`src/rtl/lsu_stage_if.sv`:
```
// Pipeline and data-memory signals of the load/store stage.
// slave: the stage itself. master: the environment (upstream, downstream and memory).
interface lsu_stage_if #(
  parameter int unsigned ADDR_WIDTH = 12
);
  // Upstream instruction handshake
  logic                  in_valid_i;
  logic                  in_ready_o;
  logic [31:0]           instr_i;
  logic [31:0]           alu_result_i;
  logic [31:0]           store_data_i;
  // Downstream result register
  logic                  out_valid_o;
  logic                  out_ready_i;
  logic [31:0]           instr_o;
  logic [31:0]           alu_result_o;
  logic [31:0]           data_o;
  logic                  fault_o;
  // Data memory port
  logic                  mem_req_o;
  logic                  mem_we_o;
  logic [ADDR_WIDTH-1:0] mem_addr_o;
  logic [3:0]            mem_be_o;
  logic [31:0]           mem_wdata_o;
  logic                  mem_gnt_i;
  logic                  mem_rvalid_i;
  logic [31:0]           mem_rdata_i;

  modport slave (
    input  in_valid_i, instr_i, alu_result_i, store_data_i, out_ready_i,
    input  mem_gnt_i, mem_rvalid_i, mem_rdata_i,
    output in_ready_o, out_valid_o, instr_o, alu_result_o, data_o, fault_o,
    output mem_req_o, mem_we_o, mem_addr_o, mem_be_o, mem_wdata_o
  );

  modport master (
    output in_valid_i, instr_i, alu_result_i, store_data_i, out_ready_i,
    output mem_gnt_i, mem_rvalid_i, mem_rdata_i,
    input  in_ready_o, out_valid_o, instr_o, alu_result_o, data_o, fault_o,
    input  mem_req_o, mem_we_o, mem_addr_o, mem_be_o, mem_wdata_o
  );
endinterface

```
`src/rtl/lsu_stage.sv`:
```
// RV32I load/store stage: decodes memory ops, checks alignment/range, runs one
// request/grant/rvalid memory transaction at a time and presents a registered result.
module lsu_stage #(
  parameter int unsigned ADDR_WIDTH = 12
) (
  input logic        clk,
  input logic        rst_n,
  lsu_stage_if.slave bus
);

  localparam logic [6:0] OpLoad  = 7'b0000011;
  localparam logic [6:0] OpStore = 7'b0100011;

  typedef enum logic [1:0] {StIdle, StReq, StWait} state_e;

  state_e      state_q, state_d;
  // Memory op latched at accept, held stable through REQ/WAIT
  logic [31:0] op_instr_q, op_instr_d;
  logic [31:0] op_addr_q, op_addr_d;
  logic [31:0] op_sdata_q, op_sdata_d;
  // Output register
  logic        out_valid_q, out_valid_d;
  logic [31:0] out_instr_q, out_instr_d;
  logic [31:0] out_alu_q, out_alu_d;
  logic [31:0] out_data_q, out_data_d;
  logic        out_fault_q, out_fault_d;

  logic        in_is_load, in_is_store, in_is_mem;
  logic        in_f3_ok, in_misaligned, in_out_of_range, in_fault;
  logic        accept;
  logic        op_is_store;
  logic [2:0]  op_funct3;
  logic [31:0] rdata_shifted;
  logic [31:0] load_data;

  assign in_is_load  = (bus.instr_i[6:0] == OpLoad);
  assign in_is_store = (bus.instr_i[6:0] == OpStore);
  assign in_is_mem   = in_is_load | in_is_store;
  assign op_is_store = (op_instr_q[6:0] == OpStore);
  assign op_funct3   = op_instr_q[14:12];

  assign bus.in_ready_o = (state_q == StIdle) && (!out_valid_q || bus.out_ready_i);
  assign accept         = bus.in_valid_i && bus.in_ready_o;

  // Legality of the incoming memory op: funct3, natural alignment and address range
  always_comb begin
    in_f3_ok        = 1'b0;
    in_misaligned   = 1'b0;
    in_out_of_range = |(bus.alu_result_i >> ADDR_WIDTH);
    unique case (bus.instr_i[14:12])
      3'b000: in_f3_ok = 1'b1;
      3'b001: begin
        in_f3_ok      = 1'b1;
        in_misaligned = bus.alu_result_i[0];
      end
      3'b010: begin
        in_f3_ok      = 1'b1;
        in_misaligned = |bus.alu_result_i[1:0];
      end
      3'b100: in_f3_ok = in_is_load;
      3'b101: begin
        in_f3_ok      = in_is_load;
        in_misaligned = bus.alu_result_i[0];
      end
      default: in_f3_ok = 1'b0;
    endcase
    in_fault = in_is_mem && (!in_f3_ok || in_misaligned || in_out_of_range);
  end

  // Load data: align the addressed lane to bit 0, then sign/zero extend
  always_comb begin
    rdata_shifted = bus.mem_rdata_i >> {op_addr_q[1:0], 3'b000};
    unique case (op_funct3)
      3'b000:  load_data = {{24{rdata_shifted[7]}}, rdata_shifted[7:0]};
      3'b001:  load_data = {{16{rdata_shifted[15]}}, rdata_shifted[15:0]};
      3'b100:  load_data = {24'b0, rdata_shifted[7:0]};
      3'b101:  load_data = {16'b0, rdata_shifted[15:0]};
      default: load_data = bus.mem_rdata_i;
    endcase
  end

  // Next-state: FSM, op latch and output register
  always_comb begin
    state_d     = state_q;
    op_instr_d  = op_instr_q;
    op_addr_d   = op_addr_q;
    op_sdata_d  = op_sdata_q;
    out_valid_d = out_valid_q;
    out_instr_d = out_instr_q;
    out_alu_d   = out_alu_q;
    out_data_d  = out_data_q;
    out_fault_d = out_fault_q;

    if (out_valid_q && bus.out_ready_i) begin
      out_valid_d = 1'b0;
    end

    unique case (state_q)
      StIdle: begin
        if (accept) begin
          if (in_is_mem && !in_fault) begin
            op_instr_d = bus.instr_i;
            op_addr_d  = bus.alu_result_i;
            op_sdata_d = bus.store_data_i;
            state_d    = StReq;
          end else begin
            // Pass-through or faulting op completes without touching memory
            out_valid_d = 1'b1;
            out_instr_d = bus.instr_i;
            out_alu_d   = bus.alu_result_i;
            out_data_d  = 32'b0;
            out_fault_d = in_fault;
          end
        end
      end
      StReq: begin
        if (bus.mem_gnt_i) begin
          if (op_is_store) begin
            out_valid_d = 1'b1;
            out_instr_d = op_instr_q;
            out_alu_d   = op_addr_q;
            out_data_d  = 32'b0;
            out_fault_d = 1'b0;
            state_d     = StIdle;
          end else begin
            state_d = StWait;
          end
        end
      end
      StWait: begin
        if (bus.mem_rvalid_i) begin
          out_valid_d = 1'b1;
          out_instr_d = op_instr_q;
          out_alu_d   = op_addr_q;
          out_data_d  = load_data;
          out_fault_d = 1'b0;
          state_d     = StIdle;
        end
      end
      default: state_d = StIdle;
    endcase
  end

  // Memory port: driven only while a request is outstanding
  always_comb begin
    bus.mem_req_o   = 1'b0;
    bus.mem_we_o    = 1'b0;
    bus.mem_addr_o  = '0;
    bus.mem_be_o    = 4'b0;
    bus.mem_wdata_o = 32'b0;
    if (state_q == StReq) begin
      bus.mem_req_o  = 1'b1;
      bus.mem_addr_o = {op_addr_q[ADDR_WIDTH-1:2], 2'b00};
      bus.mem_be_o   = 4'hF;
      if (op_is_store) begin
        bus.mem_we_o = 1'b1;
        unique case (op_funct3)
          3'b000: begin
            bus.mem_be_o    = 4'b0001 << op_addr_q[1:0];
            bus.mem_wdata_o = {4{op_sdata_q[7:0]}};
          end
          3'b001: begin
            bus.mem_be_o    = 4'b0011 << {op_addr_q[1], 1'b0};
            bus.mem_wdata_o = {2{op_sdata_q[15:0]}};
          end
          default: begin
            bus.mem_be_o    = 4'hF;
            bus.mem_wdata_o = op_sdata_q;
          end
        endcase
      end
    end
  end

  // State registers; reset abandons any transaction in flight
  always_ff @(posedge clk or negedge rst_n) begin
    if (!rst_n) begin
      state_q     <= StIdle;
      op_instr_q  <= 32'b0;
      op_addr_q   <= 32'b0;
      op_sdata_q  <= 32'b0;
      out_valid_q <= 1'b0;
      out_instr_q <= 32'b0;
      out_alu_q   <= 32'b0;
      out_data_q  <= 32'b0;
      out_fault_q <= 1'b0;
    end else begin
      state_q     <= state_d;
      op_instr_q  <= op_instr_d;
      op_addr_q   <= op_addr_d;
      op_sdata_q  <= op_sdata_d;
      out_valid_q <= out_valid_d;
      out_instr_q <= out_instr_d;
      out_alu_q   <= out_alu_d;
      out_data_q  <= out_data_d;
      out_fault_q <= out_fault_d;
    end
  end

  assign bus.out_valid_o  = out_valid_q;
  assign bus.instr_o      = out_instr_q;
  assign bus.alu_result_o = out_alu_q;
  assign bus.data_o       = out_data_q;
  assign bus.fault_o      = out_fault_q;

endmodule

```
`src/flat_wrapper.sv`:
```
// flat-port wrapper written by rule: the top's interface ports become plain ports
module lsu_stage_flat 
#(
  parameter int unsigned ADDR_WIDTH = 12
)
  (clk, rst_n, bus_in_valid_i, bus_instr_i, bus_alu_result_i, bus_store_data_i, bus_out_ready_i, bus_mem_gnt_i, bus_mem_rvalid_i, bus_mem_rdata_i, bus_in_ready_o, bus_out_valid_o, bus_instr_o, bus_alu_result_o, bus_data_o, bus_fault_o, bus_mem_req_o, bus_mem_we_o, bus_mem_addr_o, bus_mem_be_o, bus_mem_wdata_o);
  lsu_stage_if #(.ADDR_WIDTH(ADDR_WIDTH)) bus_i ();
  input logic clk;
  input logic rst_n;
  input wire logic [$bits(bus_i.in_valid_i)-1:0] bus_in_valid_i;
  input wire logic [$bits(bus_i.instr_i)-1:0] bus_instr_i;
  input wire logic [$bits(bus_i.alu_result_i)-1:0] bus_alu_result_i;
  input wire logic [$bits(bus_i.store_data_i)-1:0] bus_store_data_i;
  input wire logic [$bits(bus_i.out_ready_i)-1:0] bus_out_ready_i;
  input wire logic [$bits(bus_i.mem_gnt_i)-1:0] bus_mem_gnt_i;
  input wire logic [$bits(bus_i.mem_rvalid_i)-1:0] bus_mem_rvalid_i;
  input wire logic [$bits(bus_i.mem_rdata_i)-1:0] bus_mem_rdata_i;
  output wire logic [$bits(bus_i.in_ready_o)-1:0] bus_in_ready_o;
  output wire logic [$bits(bus_i.out_valid_o)-1:0] bus_out_valid_o;
  output wire logic [$bits(bus_i.instr_o)-1:0] bus_instr_o;
  output wire logic [$bits(bus_i.alu_result_o)-1:0] bus_alu_result_o;
  output wire logic [$bits(bus_i.data_o)-1:0] bus_data_o;
  output wire logic [$bits(bus_i.fault_o)-1:0] bus_fault_o;
  output wire logic [$bits(bus_i.mem_req_o)-1:0] bus_mem_req_o;
  output wire logic [$bits(bus_i.mem_we_o)-1:0] bus_mem_we_o;
  output wire logic [$bits(bus_i.mem_addr_o)-1:0] bus_mem_addr_o;
  output wire logic [$bits(bus_i.mem_be_o)-1:0] bus_mem_be_o;
  output wire logic [$bits(bus_i.mem_wdata_o)-1:0] bus_mem_wdata_o;
  assign bus_i.in_valid_i = bus_in_valid_i;
  assign bus_i.instr_i = bus_instr_i;
  assign bus_i.alu_result_i = bus_alu_result_i;
  assign bus_i.store_data_i = bus_store_data_i;
  assign bus_i.out_ready_i = bus_out_ready_i;
  assign bus_i.mem_gnt_i = bus_mem_gnt_i;
  assign bus_i.mem_rvalid_i = bus_mem_rvalid_i;
  assign bus_i.mem_rdata_i = bus_mem_rdata_i;
  assign bus_in_ready_o = bus_i.in_ready_o;
  assign bus_out_valid_o = bus_i.out_valid_o;
  assign bus_instr_o = bus_i.instr_o;
  assign bus_alu_result_o = bus_i.alu_result_o;
  assign bus_data_o = bus_i.data_o;
  assign bus_fault_o = bus_i.fault_o;
  assign bus_mem_req_o = bus_i.mem_req_o;
  assign bus_mem_we_o = bus_i.mem_we_o;
  assign bus_mem_addr_o = bus_i.mem_addr_o;
  assign bus_mem_be_o = bus_i.mem_be_o;
  assign bus_mem_wdata_o = bus_i.mem_wdata_o;
  lsu_stage #(.ADDR_WIDTH(ADDR_WIDTH)) u_core (.clk(clk), .rst_n(rst_n), .bus(bus_i));
endmodule
```
`config.mk`:
```
export PLATFORM = sky130hd
export DESIGN_NAME = lsu_stage_flat
export DESIGN_NICKNAME = d
export VERILOG_FILES = /design/src/rtl/lsu_stage_if.sv /design/src/rtl/lsu_stage.sv /design/src/flat_wrapper.sv
export SDC_FILE = /design/constraint.sdc
export NUM_CORES = 1
export LEC_CHECK = 0
export BUFFER_PORTS_ARGS = -buffer_cell sky130_fd_sc_hd__buf_2
export CORE_MARGIN = 2
export CORE_UTILIZATION = 40
export CTS_CLUSTER_SIZE = 12
export DETAILED_ROUTE_END_ITERATION = 8
export PLACE_DENSITY = 0.71
export SYNTH_ARGS = -nofsm -noshare
export SYNTH_HDL_FRONTEND = slang
export SYNTH_SLANG_ARGS = --single-unit
```
`constraint.sdc`:
```
create_clock -name clk -period 3.7 [get_ports clk]
set_clock_uncertainty 0.1 [all_clocks]
set_input_delay 0.555 -clock clk [delete_from_list [all_inputs] [get_ports clk]]
set_output_delay 0.555 -clock clk [all_outputs]
set_load 0.005 [all_outputs]
```
======== Word level (Yosys, flattened, before mapping) ========
Index checks and enable logic that the tools add are counted.
cells by class
  reductions and logical operators ........ 23
  shift-type cells ........................ 3
  bitwise logic cells ..................... 1
  eq/ne operators ......................... 18
  multiplexer cells ....................... 50
operators with widths
  kind                                                  count
  two-way mux 32 bit                                    17
  case mux 32 bit (3 select lines)                      3
  case mux 32 bit (4 select lines)                      1
  case mux 32 bit (2 select lines)                      1
  >> shifter 32 x 5 -> 16 bit                           1
  OR reduction 20 bit                                   1
  equality test 7 x 6 -> 1 bit (second input constant)  2
  two-way mux 1 bit                                     14
  equality test 3 bit (second input constant)           4
  two-way mux 12 bit                                    1
  two-way mux 2 bit                                     5
  two-way mux 4 bit                                     2
  != test 2 bit (second input constant)                 4
  case mux 4 bit (2 select lines)                       1
  equality test 7 x 2 -> 1 bit (second input constant)  1
  equality test 3 x 1 -> 1 bit (second input constant)  2
  logical NOT 3 bit                                     2
  case mux 1 bit (3 select lines)                       2
  case mux 2 bit (3 select lines)                       1
  AND reduction 6 bit                                   1
  OR reduction 2 bit                                    3
  logical AND 1 bit                                     5
  != test 2 x 1 -> 1 bit (second input constant)        2
  case mux 1 bit (2 select lines)                       2
  13 further kinds                                      17
storage, ports and cells
  logic and storage cells ................. 104
  flip-flop bits (word level) ............. 196

======== Depth between registers and ports, before layout ========
  word-level depth ........................ 12
  mapped depth ............................ 10

======== Least setup slack after synthesis ========
No wires, ideal clock.
  path type ............................... input to register
  start ................................... in bus_alu_result_i[27]
  end ..................................... reg u_core.op_sdata_q[17]
  data required time ...................... 3,475 ps
  buffers on the path ..................... 2
  data arrival time ....................... 2,487 ps
  setup slack ............................. 988 ps
  stages on the path ...................... 7
  library setup time ...................... 125 ps
  cell sequence ........................... nor4_1 -> nand4_1 -> or3_1 -> nor4_2 -> buf_2 -> buf_2 -> mux2_2
on the way
  longest elaborated chain between the ends .. 6
RTL lines
  element                               line                RTL
  start: declaration                    flat_wrapper.sv:12  input wire logic [$bits(bus_i.alu_result_i)-1:0] bus_alu_result_i;
  OR reduction 20 bit                   lsu_stage.sv:49     in_out_of_range = |(bus.alu_result_i >> ADDR_WIDTH);
  logical OR 1 bit                      lsu_stage.sv:67     in_fault = in_is_mem && (!in_f3_ok || in_misaligned || in_out_of_range);
  logical AND 1 bit                     lsu_stage.sv:67
  logical NOT 1 bit                     lsu_stage.sv:101    if (in_is_mem && !in_fault) begin
  logical AND 1 bit                     lsu_stage.sv:101
  AND reduction 3 bit (no source line)  n/a
  end signal: assignment                lsu_stage.sv:191    op_sdata_q <= op_sdata_d;
  end: declaration                      lsu_stage.sv:20     logic [31:0] op_sdata_q, op_sdata_d;
Every way passes these cells.
A chain may end at the register's enable or synchronous reset.

======== Final worst setup path ========
  start ................................... reg u_core.op_instr_q[2]
  end ..................................... out bus_mem_wdata_o[2]
on the way
  longest elaborated chain between the ends .. 3
RTL lines
  element                       line                RTL
  start: declaration            lsu_stage.sv:18     logic [31:0] op_instr_q, op_instr_d;
  start signal: assignment      lsu_stage.sv:189    op_instr_q <= op_instr_d;
  equality test 7 x 6 -> 1 bit  lsu_stage.sv:39     assign op_is_store = (op_instr_q[6:0] == OpStore);
  two-way mux 32 bit            lsu_stage.sv:155    if (op_is_store) begin
  two-way mux 32 bit            lsu_stage.sv:151    if (state_q == StReq) begin
  end: declaration              flat_wrapper.sv:28  output wire logic [$bits(bus_i.mem_wdata_o)-1:0] bus_mem_wdata_o;
Every way passes these cells.

==> impl_metrics.toml <==
[die]
start_util = 0.4087
die_w_um = 159.3
core_area_mm2 = 0.02361
die_h_um = 159.3
dieArea_mm2 = 0.02538
rows = 56
ioPinCount = 283

[place]
placedCellCount = 1354
place_congestion = 0.8164
dp_hpwl_um = 17870
numPortBuffers = 280

[synth]
syn-instance-count = 790
netlist_area_mm2 = 0.009651
syn_avg_cell_area_um2 = 12.22
ys_warn_count = 0
yosysSeqAreaShare = 0.5082
synth.ff_latch_count = 196
yosys.cell_types.count = 39

[worst_setup_path]
critical_path.max_fanout = 25
reg2reg_setup_slack_ns = 0.93
critical_path_class = "reg2out"
worstReg2RegStart = "u_core.op_instr_q[2]"
cp.depth = 7
cp-start-kind = "flip-flop"
worstRegToRegCells = 6
end_kind = "primary output"
r2r-end = "u_core.bus.data_o[12]"
worst_ep_arrival_time_ns = 2.50
startpoint = "u_core.op_instr_q[2]"
cpMaxStageDelayCell = "or4b_1"
max_stage_delay_ns = 0.59
worst_ep_required_time_ns = 3.04
cp_top_family = "simple AND/OR/NAND/NOR gates"
cp_num_buf_inv = 3
endpoint = "bus_mem_wdata_o[2]"
crit_chain = "or4b_1 -> nor3_2 -> nand2_1 -> buf_4 -> inv_2 -> and2_1 -> buf_2"

[global_route]
gr-max-usage-layer = "met2"
use_met1 = 0.2575
grt_pass1_wl_um = 39840
grt_pass1_vias = 7217
grtUsageMet3 = 0.05626
grt_max_degree = 84
antenna_found_initial = 2
grt_usage = 0.1961
met2_usage = 0.3162
overflow = 0

[sta]
slew-limit-headroom = 0.3855
finalCritPeriodShare = 0.8532
worst_slew_pin_slew_ns = 0.9217
fin_crit_ns = 3.157
setup_viol = 0
rsz0062_at_grt = "no"
tns_ns = 0
hold_violations = 0
max_freq_ghz = 0.3168
maxSlewViolCount = 0

[pwr]
p_seq_frac = 0.361
power.switching_w = 0.002580
p_comb_frac = 0.409
peakVddDrop_uv = 644.4
intPower_w = 0.005452
leakagePower_nw = 6.036
power_density_mw_per_mm2 = 669.5
switching_share = 0.3212
p_clk_frac = 0.231

[detailed_routing]
vias = 7013
wire_per_inst_um = 17.76
dr.pass1.iters = 5
wl_um = 24610
drc = 0
first_iter_violations = 365
viasPerCell = 5.060
ant_nets = 0

[cts]
cts.path.max_buffers = 2
cts_sinks = 196
cts_made_buffers = 17
cts_resized = 0
htree_num_levels = 4
postCtsHoldBufs = 0
post_cts_buffers = 0
path_clk_slew_ns = 0.08
cts_tree = "built"
insertion_delay_ns = 0.42
root_buffer = "clkbuf_16"

[cells_and_area]
nets = 1192
stdcell_count = 1386
final_util = 0.5081
final_common_cell = "buf_2"
drive_above_1_share = 0.5385
final_cell_mix = "buf_2 (279), mux2_2 (213), dfrtp_1 (196)"
fill_cells = 2130
areaGrowthSynthToFinish_pct = 24.31

[job]
drv_cap = 0

[status]
status = "completed"

[worst_hold_path]
hp-class = "in2async"
## worst min-delay path by stage
stage	start	endpoint	slack [ns]	depth (start not counted)
detailed placement	u_core.op_addr_q[30]	u_core.op_addr_q[30]	0.38	1
floorplan	rst_n	u_core.bus.alu_result_o[0]	0.16	0
global placement	u_core.op_addr_q[16]	u_core.op_addr_q[16]	0.38	1
finish	rst_n	u_core.bus.data_o[0]	0.03	1
CTS	rst_n	u_core.bus.data_o[0]	0.05	1
global route	rst_n	u_core.bus.data_o[0]	0.06	1
## cells by family after synthesis
| logic type | count (synthesis) | synth area share |
|---|---|---|
| adders and majority gates | 4 | 0.005186 |
| muxes | 259 | 0.3095 |
| other | 1 | 0.0003886 |
| buffers and inverters | 85 | 0.03889 |
| and+or+nand+nor | 137 | 0.07274 |
| DFF | 196 | 0.5082 |
| AOI/OAI and AO/OA | 108 | 0.06508 |
## flip-flops by register name, indices dropped and copies added (netlist names)
name                     count
u_core.op_instr_q           32
u_core.op_sdata_q           32
u_core.op_addr_q            32
u_core.bus.alu_result_o     32
u_core.bus.out_valid_o       1
u_core.state_q               2
u_core.bus.instr_o          32
u_core.bus.data_o           32
u_core.bus.fault_o           1
## synth_stat cells (all sizes together)
library cell	n	area, um^2
inv	31	116.4
nand4	2	12.51
nor3	3	20.02
a211oi	8	60.06
o2bb2ai	7	61.31
buf	22	138.9
or2	3	18.77
o21ai	29	145.1
clkbuf	32	120.1
a21oi	48	240.2
mux2	236	2744
or4	1	7.510
a22oi	9	67.56
o211ai	1	7.510
o221ai	1	8.760
or4b	1	10.01
nand2b	2	12.51
mux4	1	22.52
nor4	9	62.56
o21a	2	15.01
dfrtp	196	4905
ha	4	50.05
o31ai	1	7.510
o21bai	2	15.01
conb	1	3.750
nand2	50	187.7
or3	1	6.260
nor2	16	60.06
nor2b	29	181.4
nand3	2	10.01
and2	18	112.6
mux2i	22	220.2
## per-layer routing
metal / wire length (um) / share of wire / vias to the layer above
met5: 0 / 0 / -
met4: 532 / 0.022 / 0
met3: 1647 / 0.067 / 31
met2: 11730 / 0.48 / 240
met1: 10700 / 0.43 / 3444
li1: - / - / 3298
## power groups by stage
| stage | Sequential (W) | Clock [W] | Combinational [W] |
|---|---|---|---|
| 2_1_floorplan | 0.00296 | 0 | 0.00217 |
| 3_3_place_gp | 0.00292 | 0 | 0.00329 |
| 3_5_place_dp | 0.00293 | 0 | 0.00334 |
| 4_1_cts | 0.00290 | 0.00191 | 0.00334 |
| 5_1_grt | 0.00296 | 0.00199 | 0.00356 |
| 6_report | 0.00290 | 0.00185 | 0.00328 |
## metrics by stage
step	hold WS [ns]	setup slack (ns)	cell area [um^2]	total power, W
floorplan	0.1594	0.9880	9654	0.005136
global placement	0.3763	0.6871	11420	0.006211
detailed placement	0.3804	0.5403	11420	0.006269
CTS	0.05181	0.4988	11990	0.008154
global route	0.05810	0.3877	11990	0.008516
finish	0.02803	0.5431	12000	0.008032
## area by class of cell
class	count	area, um^2	share of cell area
flip-flops and latches	196	4905	0.4088
repair buffers	298	1608	0.1340
diodes	1	2.502	0.0002086
clock buffers	18	439.2	0.03661
well taps	319	399.1	0.03327
clock inverters	13	137.6	0.01147
inverters	31	116.4	0.009700
multi-input cells	510	4389	0.3659
Note: power is estimated with default switching activity, not from simulation.
